--- src/rtl/me_dmem_ctrl.sv ---
// Memory-stage data SRAM sequencer: one outstanding access,
// request held until addr_ok, response buffered until ME retires it.
module me_dmem_ctrl #(
    parameter int ADDR_W = 32,
    parameter int DATA_W = 32
) (
    input  logic              clk,
    input  logic              resetn,
    input  logic              ex_req_valid,
    input  logic              ex_wr,
    input  logic [1:0]        ex_size,
    input  logic [3:0]        ex_wstrb,
    input  logic [ADDR_W-1:0] ex_addr,
    input  logic [DATA_W-1:0] ex_wdata,
    output logic              ex_req_accept,
    input  logic              me_consume,
    output logic              me_data_valid,
    output logic [DATA_W-1:0] me_rdata,
    input  logic              flush,
    output logic              busy,
    output logic              data_sram_req,
    output logic              data_sram_wr,
    output logic [1:0]        data_sram_size,
    output logic [3:0]        data_sram_wstrb,
    output logic [ADDR_W-1:0] data_sram_addr,
    output logic [DATA_W-1:0] data_sram_wdata,
    input  logic              data_sram_addr_ok,
    input  logic              data_sram_data_ok,
    input  logic [DATA_W-1:0] data_sram_rdata
);

    typedef enum logic [1:0] {
        IDLE,
        REQ,
        WAIT,
        HOLD
    } state_t;

    state_t              state;
    logic                cancel;
    logic                r_wr;
    logic [1:0]          r_size;
    logic [3:0]          r_wstrb;
    logic [ADDR_W-1:0]   r_addr;
    logic [DATA_W-1:0]   r_wdata;
    logic                can_take;
    logic                in_req;

    assign can_take = (state == IDLE)
                    | ((state == HOLD) & me_consume);

    // resetn gate keeps accept low while reset is held
    assign ex_req_accept = resetn & ex_req_valid
                         & ~flush & can_take;

    assign in_req          = (state == REQ);
    assign busy            = (state != IDLE);
    assign me_data_valid   = (state == HOLD);
    assign data_sram_req   = in_req;
    assign data_sram_wr    = in_req & r_wr;
    assign data_sram_size  = in_req ? r_size  : '0;
    assign data_sram_wstrb = in_req ? r_wstrb : '0;
    assign data_sram_addr  = in_req ? r_addr  : '0;
    assign data_sram_wdata = in_req ? r_wdata : '0;

    always_ff @(posedge clk or negedge resetn) begin
        if (!resetn) begin
            state    <= IDLE;
            cancel   <= 1'b0;
            r_wr     <= 1'b0;
            r_size   <= '0;
            r_wstrb  <= '0;
            r_addr   <= '0;
            r_wdata  <= '0;
            me_rdata <= '0;
        end else if (ex_req_accept) begin
            state   <= REQ;
            cancel  <= 1'b0;
            r_wr    <= ex_wr;
            r_size  <= ex_size;
            r_wstrb <= ex_wr ? ex_wstrb : 4'b0000;
            r_addr  <= ex_addr;
            r_wdata <= ex_wdata;
        end else begin
            unique case (state)
                IDLE: ;
                REQ: begin
                    // bus request is never withdrawn
                    if (flush)
                        cancel <= 1'b1;
                    if (data_sram_addr_ok)
                        state <= WAIT;
                end
                WAIT: begin
                    if (data_sram_data_ok) begin
                        if (cancel | flush) begin
                            state <= IDLE;
                        end else begin
                            state    <= HOLD;
                            me_rdata <= data_sram_rdata;
                        end
                    end else if (flush) begin
                        cancel <= 1'b1;
                    end
                end
                HOLD: begin
                    if (flush | me_consume)
                        state <= IDLE;
                end
            endcase
        end
    end

endmodule

--- config.mk ---
export PLATFORM = sky130hd
export DESIGN_NAME = me_dmem_ctrl
export DESIGN_NICKNAME = d
export VERILOG_FILES = /design/src/rtl/me_dmem_ctrl.sv
export SDC_FILE = /design/constraint.sdc
export NUM_CORES = 1
export LEC_CHECK = 0
export ABC_AREA = 1
export BUFFER_PORTS_ARGS = -buffer_cell sky130_fd_sc_hd__buf_2
export CORE_ASPECT_RATIO = 0.7
export CORE_MARGIN = 1.5
export CORE_UTILIZATION = 45
export CTS_BUF_LIST = sky130_fd_sc_hd__clkbuf_4
export CTS_CLUSTER_DIAMETER = 120
export DETAILED_ROUTE_END_ITERATION = 7
export HOLD_SLACK_MARGIN = 0.03
export PLACE_DENSITY = 0.88
export SETUP_SLACK_MARGIN = 0.05
export SLEW_MARGIN = 20
export SYNTH_ARGS = -nofsm -noshare
export SYNTH_HDL_FRONTEND = slang
export SYNTH_SLANG_ARGS = --single-unit
--- constraint.sdc ---
create_clock -name clk -period 1.8 [get_ports clk]
set_clock_uncertainty 0.1 [all_clocks]
set_input_delay 0.27 -clock clk [delete_from_list [all_inputs] [get_ports clk]]
set_output_delay 0.27 -clock clk [all_outputs]
set_load 0.01 [all_outputs]
### Word-level counts from Yosys, hierarchy flattened

Cells that the tools add are included.
Widths: inputs -> output; s select.

* register bits after elaboration: 106
* output and inout bits: 107

* equality and inequality tests: 7
* reductions and logical operators: 7
* bitwise operators: 11
* multiplexer cells: 15

Operators with widths (number)
* $mux 32: 2
* $mux 2: 6
* $ne 3x3->1 const B: 3
* $mux 4: 2
* $reduce_and 4->1: 2
* $pmux 2 s3: 1
* $and 1x1->1: 5
* $eq 2x2->1 const B: 2
* $reduce_bool 4->1: 1
* $mux 1: 3
* $ne 3x2->1 const B: 1
* $not 1->1: 3
* $or 1x1->1: 3
* $reduce_bool 3->1: 1
* $eq 2x1->1 const B: 1
* $logic_not 2->1: 1
* $pmux 1 s2: 1
* $reduce_and 2->1: 1
* $reduce_bool 2->1: 1

### Logic depth before layout (Yosys ltp)

Gate-level depths: netlist of run 1.

* word-level depth: 6
* depth in mapped cells: 10
* gate-level depth less buffers: 9

### Least setup slack after synthesis of run 1

Ideal clock, no wire load.

* path type: register to output
* start: register state[1]
* end: output data_sram_addr[0]
* slack: 124 ps
* arrival: 1306 ps
* stages on the path, launching flop included: 7
* cells stage by stage: dfrtp_1 > inv_1 > ha_1 > buf_2 > clkbuf_1 > nand2_1 > inv_1

* longest elaborated chain between the ends: 2

Ends and longest elaborated chain
* start: declaration: line 39 `state_t state;`
* start signal: assignment: line 68 `state <= IDLE;`
* start signal: assignment: line 77 `state <= REQ;`
* start signal: assignment: line 92 `state <= WAIT;`
* $eq 2x1->1: line 56 `assign in_req = (state == REQ);`
* via data_sram_req: line 21 `output logic data_sram_req,`
* $mux 32: line 63 `assign data_sram_addr = in_req ? r_addr : '0;`
* end: declaration: line 25 `output logic [ADDR_W-1:0] data_sram_addr,`

The timed path passes the listed nets, and every way through them passes these cells.

### Worst setup path after layout of run 1

* start: register state[0]
* end: output data_sram_addr[19]

* longest elaborated chain between the ends: 2

Ends and longest elaborated chain (line)
* $eq 2x1->1: 56
* $mux 32: 63

Every way passes these cells.

==> flow_metrics.tcl, run 1 <==
set metrics [dict create \
    nNetsFinal 1101 \
    synth-compound-area-share_pct 0.6200 \
    fin_tns_setup_ns -16.96 \
    io_buffers 216 \
    finalHoldViolations 0 \
    ys_types 19 \
    synth_edf_count 0 \
    power_density_mw_per_mm2 1175 \
    die_h_um 89.80 \
    crit_end "data_sram_addr[19]" \
    die_w_um 127 \
    wire_per_inst_um 16.78 \
    relSlewSlack_pct 61.58 \
    grt_max_degree 107 \
    synth_mux_area_share_pct 0 \
    critical_path_arrival_ns 1.69 \
    grt_overflow 0 \
    synth_most_common_cell "nand2_1" \
    syn-cell-area_mm2 0.004843 \
    antenna_found_initial 1 \
    ys_seq_elements 106 \
    area.growth.synth_to_final_pct 66.37 \
    synthSimpleGateAreaFrac_pct 32.73 \
    synthTopCellsByCount "nand2_1, dfrtp_1, inv_1, nand3_1, buf_2" \
    place_hpwl_um 8645 \
    synthTopCellsByArea "dfrtp_1, nand2_1, inv_1" \
    drive_gt1_share_pct 33.50 \
    slew_viol_final 0 \
    setup_viol 151 \
    track_usage_pct 29.54 \
    globalplace.congestion 0.8319 \
    ios 217 \
    min_period_over_period_pct 114.5 \
    clk_pin_slew_ns 0.16 \
    vias_per_cell 5.034 \
    drt_wl_total_um 18860 \
    violations "setup timing" \
    peakVddDrop_uv 635.8 \
    synth.top_cell.area_share_pct 54.77 \
    reg2reg_depth 12 \
    dieArea_mm2 0.01140 \
    status "finished, violations left" \
    cts_tree "built" \
    h-tree-depth 3 \
    core-area_mm2 0.01040 \
    drtIter0Drc 453 \
    yosysWarnings 0 \
    via_count 5658 \
    synth_nets 751 \
    synth-xor-area-share_pct 0 \
    first_pass_iters 5 \
    synthFlopType "dfrtp_1" \
    r2r-start "state[0]" \
    cp-end-kind "primary output" \
    initial_core_util_pct 46.59 \
    worstMarginPinSlew_ns 0.5763 \
    synth_top_family_by_area "simple AND/OR/NAND/NOR gates" \
    critPathKind "reg2out" \
    async_flop_share_pct 100.0 \
    synth_top_area_cell "dfrtp_1" \
    reg2reg_slack_ns -0.10 \
    final.setup.worst_slack_ns -0.2607 \
    rows 31 \
    maxCapViolations 0 \
    synthCells 636 \
    cp.required_ns 1.43 \
    clk_latency_ns 0.44 \
    fmax_ghz 0.4853 \
    synth_area_per_cell_um2 7.615 \
    synth_fa_ha_area_share_pct 1.292 \
    post-route-util_pct 77.52 \
    grt_pass1_vias 5336 \
    grt_pass1_wl_um 26540 \
    n_fill_cell 645 \
    worst_hold_slack_ns 0.1385 \
    startpoint_type "flip-flop" \
    crit_start "state[0]" \
    rsz0062_at_grt "yes" \
    root_buffer "clkbuf_4" \
    r2r-end "state[0]" \
    crit_fanout 27 \
    p_leak_nw 4.995 \
    fin_crit_ns 2.061 \
    ctsLongestPathBuffers 2 \
    seq_area_frac_synth_pct 54.77 \
    cts.sinks 106 \
    hold_path_class "in2reg" \
    cts_buffers 9 \
    drc_errors 0 \
    drtAntennaViolNets 0 \
]
[cells in the final DEF (no fill, tap or decap), types with 2 or more instances in the layout]
cell type      count
buf_12            11
nand3_1           30
o21ai_1            3
buf_8              2
inv_2              5
nand2_1          328
buf_4             17
ha_2               3
nor2_1             5
buf_6             12
inv_6              4
nand2_2           32
nand2_8            3
buf_16             2
clkbuf_16          9
buf_2            209
nand3_2            4
dlygate4sd3_1    108
nand2_4            2
clkbuf_4           9
dfrtp_1          105
inv_1             75
[layer usage]
layer	GRT usage (%)	up-vias	routed length [um]
met4	11.93	0	575
met5	0	-	0
li1	-	2561	-
met1	36.51	2615	7263
met3	7.619	63	1959
met2	49.55	419	9060
[kinds of logic (layout without fill, tap and decap cells)]
family / count (synthesis) / in the layout
buf+inv: 114 / 467
fa+ha+maj: 5 / 5
simple gates: 405 / 407
compound gates: 6 / 6
flops: 106 / 106
other cells: 0 / 1
[power by group]
group	leakage, nW	internal [mW]	switching [mW]
Combinational	3.59	1.74	2.12
Clock	0.0791	0.439	0.808
Sequential	1.33	3.56	0.803
[metrics by stage]
step,area [um2],power (mW),std cells,setup slack [ns]
2_1_floorplan,4843,5.940,636,0.1236
3_3_place_gp,6088,7.030,964,0.05269
3_5_place_dp,6088,7.186,964,-0.03456
4_1_cts,7452,8.717,1095,-0.2620
5_1_grt,8058,10.08,1124,-0.3367
6_report,8058,9.470,1124,-0.2607
[critical path, stage by stage, from the launching register on]
cell     delay (ns)
dfrtp_2        0.47
buf_6          0.13
ha_4           0.18
buf_12         0.16
nand2_1        0.10
inv_1          0.07
buf_2          0.14
[registers in the layout, summed over array words and instances, names as in the netlist]
signal	count
r_wr	1
r_wdata	32
me_rdata	32
state	2
r_wstrb	4
cancel	1
r_addr	32
r_size	2
[what timing repair did]
action                     in CTS  in global routing
hold buffers                  108                  0
gates cloned                    2                 12
setup endpoints to repair     131                156
hold endpoints to repair      210                  0
pin swaps                       1                  6
buffers inserted                5                 17
gates resized for setup        14                 68
[worst min-delay path by stage]
stage,start,endpoint,cells past startpoint
CTS,data_sram_addr_ok,state[0],5
floorplan,resetn,cancel,0
global route,data_sram_addr_ok,state[1],6
finish,data_sram_addr_ok,state[1],6
detailed placement,resetn,r_addr[22],2
global placement,resetn,cancel,2
[area by class of cell]
type,instances,area (um2),area share [%]
timing repair buffer,370,2920,36.24
sequential,106,2654,32.93
clock buffer,9,67.56,0.8385
multi-input combinational,418,1863,23.12
antenna,1,2.502,0.03106
inverter,81,311.5,3.866
tap,132,165.2,2.050
clock inverter,7,73.82,0.9161
Power figures use the tool's default switching activity.
==> inputs of run 2 (changes only) <==
--- a/config.mk
+++ b/config.mk
@@ -8,7 +8,7 @@
 export ABC_AREA = 1
 export BUFFER_PORTS_ARGS = -buffer_cell sky130_fd_sc_hd__buf_2
 export CORE_ASPECT_RATIO = 0.7
-export CORE_MARGIN = 1.5
+export CORE_MARGIN = 2
 export CORE_UTILIZATION = 45
 export CTS_BUF_LIST = sky130_fd_sc_hd__clkbuf_4
 export CTS_CLUSTER_DIAMETER = 120
==> flow_metrics.tcl, run 2 (synthesis gave the netlist of run 1 again) <==
set metrics [dict create \
    drc_errors 0 \
    path_cells "inv_2 -> ha_4 -> buf_8 -> buf_16 -> nand2_1 -> inv_1 -> buf_2" \
    area.growth.synth_to_final_pct 73.78 \
    p_leak_nw 5.094 \
    p_int_mw 6.070 \
    grt_max_degree 107 \
    place_hpwl_um 8477 \
    mostFrequentLayoutCells "nand2_1, buf_2, dlygate4sd3_1, dfrtp_1, inv_1" \
    fmax_ghz 0.4775 \
    clk_latency_ns 0.45 \
    via_count 5907 \
    antenna_found_initial 1 \
    reg2reg_slack_ns -0.15 \
    n_fill_cell 587 \
    worst_path_max_delay_cell "dfrtp_1" \
    worstMarginPinSlew_ns 0.5763 \
    dieArea_mm2 0.01162 \
    p_seq_share_pct 44.1 \
    finalPower_mw 10.01 \
    setup_viol 168 \
    final.setup.worst_slack_ns -0.2943 \
    cp.required_ns 1.43 \
    drtAntennaViolNets 0 \
    rows 31 \
    initial_core_util_pct 46.59 \
    clk_pin_slew_ns 0.16 \
    whs_path_depth 5 \
    switching_share_pct 39.39 \
    p_clk_share_pct 14.0 \
    track_usage_pct 30.04 \
    slew_viol_final 0 \
    rsz0062_at_grt "yes" \
    die_h_um 90.80 \
    critical_path_arrival_ns 1.72 \
    slowest_delay_ns 0.43 \
    pwr-share-comb_pct 41.9 \
    die_w_um 128 \
    finalHoldViolations 0 \
    globalplace.congestion 0.8327 \
    final_cell_area_mm2 0.008417 \
    fin_crit_ns 2.094 \
    r2r-end "r_wdata[19]" \
    root_buffer "clkbuf_4" \
    drt_wl_total_um 20350 \
    place_area_mm2 0.006053 \
    critPathBufInv 5 \
    nNetsFinal 1110 \
    core-area_mm2 0.01040 \
    ios 217 \
    crit_fanout 6 \
    drtIter0Drc 617 \
    cp_top_family "buffers and inverters" \
    drive_gt1_share_pct 35.74 \
    wire_per_inst_um 17.98 \
    grt_pass1_vias 5594 \
    min_to "state[0]" \
    ctsLongestPathBuffers 2 \
    startpoint_type "flip-flop" \
    h-tree-depth 3 \
    peakVddDrop_uv 708.3 \
    cts_tree "built" \
    place_ws_ns -0.01589 \
    first_pass_iters 7 \
    io_buffers 216 \
    maxCapViolations 0 \
    r2r-start "state[1]" \
    cts.sinks 106 \
    status "finished, violations left" \
    reg_top3 "me_rdata x32, r_addr x32, r_wdata x32" \
    hold_path_class "in2reg" \
    relSlewSlack_pct 61.58 \
    cts_buffers 9 \
    grt_overflow 0 \
    grt_pass1_wl_um 27540 \
    min_period_over_period_pct 116.4 \
    min_from "data_sram_addr_ok" \
    cp-end-kind "primary output" \
    layout_commonest_cell "nand2_1" \
    switchingPower_mw 3.945 \
    critPathKind "reg2out" \
    power_density_mw_per_mm2 1190 \
    reg2reg_depth 12 \
    violations "setup timing" \
    worst_hold_slack_ns 0.08321 \
    vias_per_cell 5.218 \
]
-- run 2: worst max path at each step --
stage,startpoint,endpoint,slack [ns],cells past startpoint
after detailed placement,state[0],me_rdata[13],-0.02,9
final,state[1],data_sram_wstrb[0],-0.29,7
after global placement,state[0],me_rdata[4],0.05,8
after floorplan,state[1],data_sram_addr[0],0.12,6
after global routing,state[1],data_sram_wstrb[0],-0.39,7
after CTS,state[1],data_sram_addr[13],-0.28,7
-- run 2: metrics by stage --
stage          instances   TNS, ns  utilization [%]
2_1_floorplan        636         0                -
3_3_place_gp         961         0            58.23
3_5_place_dp         961  -0.02504            58.23
4_1_cts             1101    -18.86            73.36
5_1_grt             1132    -37.61            80.97
6_report            1132    -25.22            80.97
-- run 2: timing repair --
action                                 4_1_cts  5_1_grt
setup endpoints to repair                  115      162
hold buffers                               109        0
gates cloned                                 5       13
pin swaps                                    3        5
buffers inserted                            11       18
endpoints found under the hold margin      210        0
gates resized for setup                     23      107
-- run 2: tightest hold or removal path, stage by stage --
cell	delay, ns
buf_2	0.08
inv_1	0.03
nand2_1	0.08
nand3_1	0.09
nand2_1	0.07
-- run 2: final cells by class --
type | instances | area [um2] | area share (%)
multi-input combinational | 419 | 1886 | 22.40
clock inverter | 6 | 97.59 | 1.160
sequential | 106 | 2654 | 31.53
timing repair buffer | 378 | 3233 | 38.41
inverter | 81 | 311.5 | 3.702
antenna | 1 | 2.502 | 0.02973
clock buffer | 9 | 67.56 | 0.8027
tap | 132 | 165.2 | 1.962
-- run 2: per-layer routing --
metal | part of all wire [%] | track usage (%) | wire [um] | up-vias
met2 | 50 | 50.71 | 10110 | 439
met5 | 0 | 0 | 0 | -
met1 | 37 | 36.57 | 7505 | 2815
met4 | 3.1 | 12.27 | 634 | 0
li1 | - | - | - | 2586
met3 | 10 | 7.998 | 2102 | 67
-- run 2: power by group through the flow --
stage / Sequential (mW) / Combinational, mW / Clock, mW
after floorplan: 4.29 / 1.65 / 0
after global placement: 4.22 / 2.78 / 0
after detailed placement: 4.23 / 2.92 / 0
after CTS: 4.20 / 3.44 / 1.42
after global routing: 4.50 / 4.55 / 1.52
final: 4.42 / 4.20 / 1.40
==> inputs of run 3 (changes only) <==
--- a/config.mk
+++ b/config.mk
@@ -6,15 +6,15 @@
 export NUM_CORES = 1
 export LEC_CHECK = 0
 export ABC_AREA = 1
-export BUFFER_PORTS_ARGS = -buffer_cell sky130_fd_sc_hd__buf_2
 export CORE_ASPECT_RATIO = 0.7
 export CORE_MARGIN = 2
 export CORE_UTILIZATION = 45
 export CTS_BUF_LIST = sky130_fd_sc_hd__clkbuf_4
 export CTS_CLUSTER_DIAMETER = 120
 export DETAILED_ROUTE_END_ITERATION = 7
+export DONT_BUFFER_PORTS = 1
 export HOLD_SLACK_MARGIN = 0.03
-export PLACE_DENSITY = 0.88
+export PLACE_DENSITY = 0.71
 export SETUP_SLACK_MARGIN = 0.05
 export SLEW_MARGIN = 20
 export SYNTH_ARGS = -nofsm -noshare
==> flow_metrics.tcl, run 3 (synthesis gave the netlist of run 1 again) <==
set metrics [dict create \
    cp-end-kind "primary output" \
    p_seq_share_pct 50.0 \
    min_period_over_period_pct 109.0 \
    drtIter0Drc 336 \
    hold_buffers 105 \
    cpMostUsedCell "inv_2" \
    drive_gt1_share_pct 31.75 \
    pwr-share-comb_pct 36.1 \
    grt_max_degree 108 \
    cp.required_ns 1.43 \
    cts_buffers 9 \
    io_buffers 0 \
    grt_pass1_wl_um 23940 \
    crit_fanout 8 \
    drt_wl_total_um 17420 \
    path_cells "inv_2 -> ha_4 -> buf_6 -> clkbuf_16 -> nand2_1 -> inv_2" \
    ctsLongestPathBuffers 2 \
    clk_pin_slew_ns 0.16 \
    mostFrequentLayoutCells "nand2_1, dfrtp_1, dlygate4sd3_1, nand2_2, inv_2" \
    drtAntennaViolNets 0 \
    root_buffer "clkbuf_4" \
    startpoint_type "flip-flop" \
    area.growth.synth_to_final_pct 55.90 \
    ios 217 \
    worstMarginPinSlew_ns 0.2347 \
    nNetsFinal 891 \
    place_hpwl_um 8061 \
    die_h_um 90.80 \
    rsz0062_at_grt "yes" \
    final.setup.worst_slack_ns -0.1622 \
    slowest_delay_ns 0.42 \
    hold_path_class "in2async" \
    vias_per_cell 5.294 \
    grt_pass1_vias 4809 \
    first_pass_iters 6 \
    violations "hold timing, setup timing" \
    clk_latency_ns 0.43 \
    p_clk_share_pct 13.9 \
    fin_crit_ns 1.962 \
    initial_core_util_pct 46.59 \
    fmax_ghz 0.5096 \
    critical_path_arrival_ns 1.59 \
    place_ws_ns -0.04679 \
    cp_top_family "buffers and inverters" \
    switchingPower_mw 3.915 \
    globalplace.congestion 0.8027 \
    via_count 4833 \
    critPathBufInv 4 \
    p_leak_nw 4.256 \
    cts_tree "built" \
    maxCapViolations 0 \
    dieArea_mm2 0.01162 \
    core-area_mm2 0.01040 \
    worst_path_max_delay_cell "dfrtp_1" \
    p_int_mw 5.786 \
    slew_viol_final 0 \
    diodes 0 \
    finalPower_mw 9.701 \
    drc_errors 0 \
    finalHoldViolations 106 \
    status "finished, violations left" \
    die_w_um 128 \
    cts.sinks 106 \
    h-tree-depth 3 \
    antenna_found_initial 0 \
    layout_commonest_cell "nand2_1" \
    grt_overflow 0 \
    peakVddDrop_uv 698.8 \
    wire_per_inst_um 19.08 \
    rows 31 \
    worst_hold_slack_ns -0.6155 \
    power_density_mw_per_mm2 1285 \
    critPathKind "reg2out" \
    relSlewSlack_pct 84.35 \
    track_usage_pct 26.08 \
    n_fill_cell 703 \
    setup_viol 140 \
    switching_share_pct 40.35 \
    reg_top3 "me_rdata x32, r_addr x32, r_wdata x32" \
]
-- run 3: cell types whose count changed in the layout (fill, tap and decap cells not counted), moves of 3 or more --
| cell | before | now |
|---|---|---|
| buf_2 | 183 | 0 |
| nand2_1 | 332 | 268 |
| inv_1 | 53 | 6 |
| nand2_2 | 26 | 60 |
| nand2_4 | 4 | 34 |
| buf_6 | 34 | 5 |
| inv_4 | 0 | 26 |
| inv_2 | 27 | 49 |
| buf_4 | 23 | 14 |
| o21ai_2 | 5 | 0 |
| dlygate4sd3_1 | 109 | 105 |
| o21ai_1 | 0 | 4 |
| buf_16 | 6 | 9 |
-- run 3: repair_timing --
action	4_1_cts	5_1_grt
gates cloned	10	15
endpoints found under the setup margin	110	180
resized for setup	101	159
endpoints found under the hold margin	212	106
buffers inserted	20	2
pin swaps	2	39
-- run 3: per-stage QoR --
step	instance area, um2	cells	util [%]	setup TNS (ns)	hold WS [ns]
5_1_grt	7551	913	72.64	-22.39	-0.6660
6_report	7551	913	72.64	-12.22	-0.6155
2_1_floorplan	4843	636	-	0	-0.1256
3_3_place_gp	4977	746	47.88	0	-0.1237
3_5_place_dp	4977	746	47.88	-0.5465	-0.1237
4_1_cts	6746	897	64.90	-12.44	-0.6521
-- run 3: layout make-up --
| type | instances | area [um2] | area share, % |
|---|---|---|---|
| flip-flops and latches | 106 | 2654 | 35.15 |
| multi-input cells | 419 | 2190 | 29.00 |
| repair buffers | 158 | 2006 | 26.56 |
| inverters | 81 | 374.1 | 4.954 |
| well taps | 132 | 165.2 | 2.187 |
| clock inverters | 6 | 81.33 | 1.077 |
| clock buffers | 10 | 75.07 | 0.9942 |
| repair inverters | 1 | 6.256 | 0.08285 |
-- run 3: final timing paths --
path / startpoint / end / slack, ns / cells after the start
worst max-delay path: state[1] / data_sram_addr[19] / -0.16 / 6
worst min-delay path: resetn / r_addr[17] / -0.62 / 0
worst max register to register: state[1] / state[1] / -0.11 / 12
worst min register to register: r_wdata[25] / r_wdata[25] / 0.40 / 2
max in group asynchronous: resetn / state[0] / 1.97 / 0
min in group clk: flush / state[0] / 0.07 / 5
-- run 3: worst reg2reg max path, delay by kind of cell (launching register included) --
kind	cells	cell delay, ns
buffers and inverters	4	0.61
AND/OR/NAND/NOR	7	0.57
flip-flops	1	0.42
adder cells (fa/ha/maj)	1	0.15
-- run 3: metal layers --
layer / vias up / track usage (%) / wire (um)
met5: - / 0 / 0
met4: 0 / 9.158 / 541
met3: 56 / 7.524 / 1375
met2: 303 / 45.63 / 9020
met1: 2313 / 30.59 / 6478
li1: 2161 / - / -
-- run 3: power groups by stage --
stage	logic (mW)	registers, mW	clock network, mW
after floorplan	1.65	4.29	0
after global placement	1.92	4.48	0
after detailed placement	2.05	4.51	0
after CTS	2.78	4.48	1.38
after global routing	3.84	4.97	1.46
final	3.50	4.86	1.35
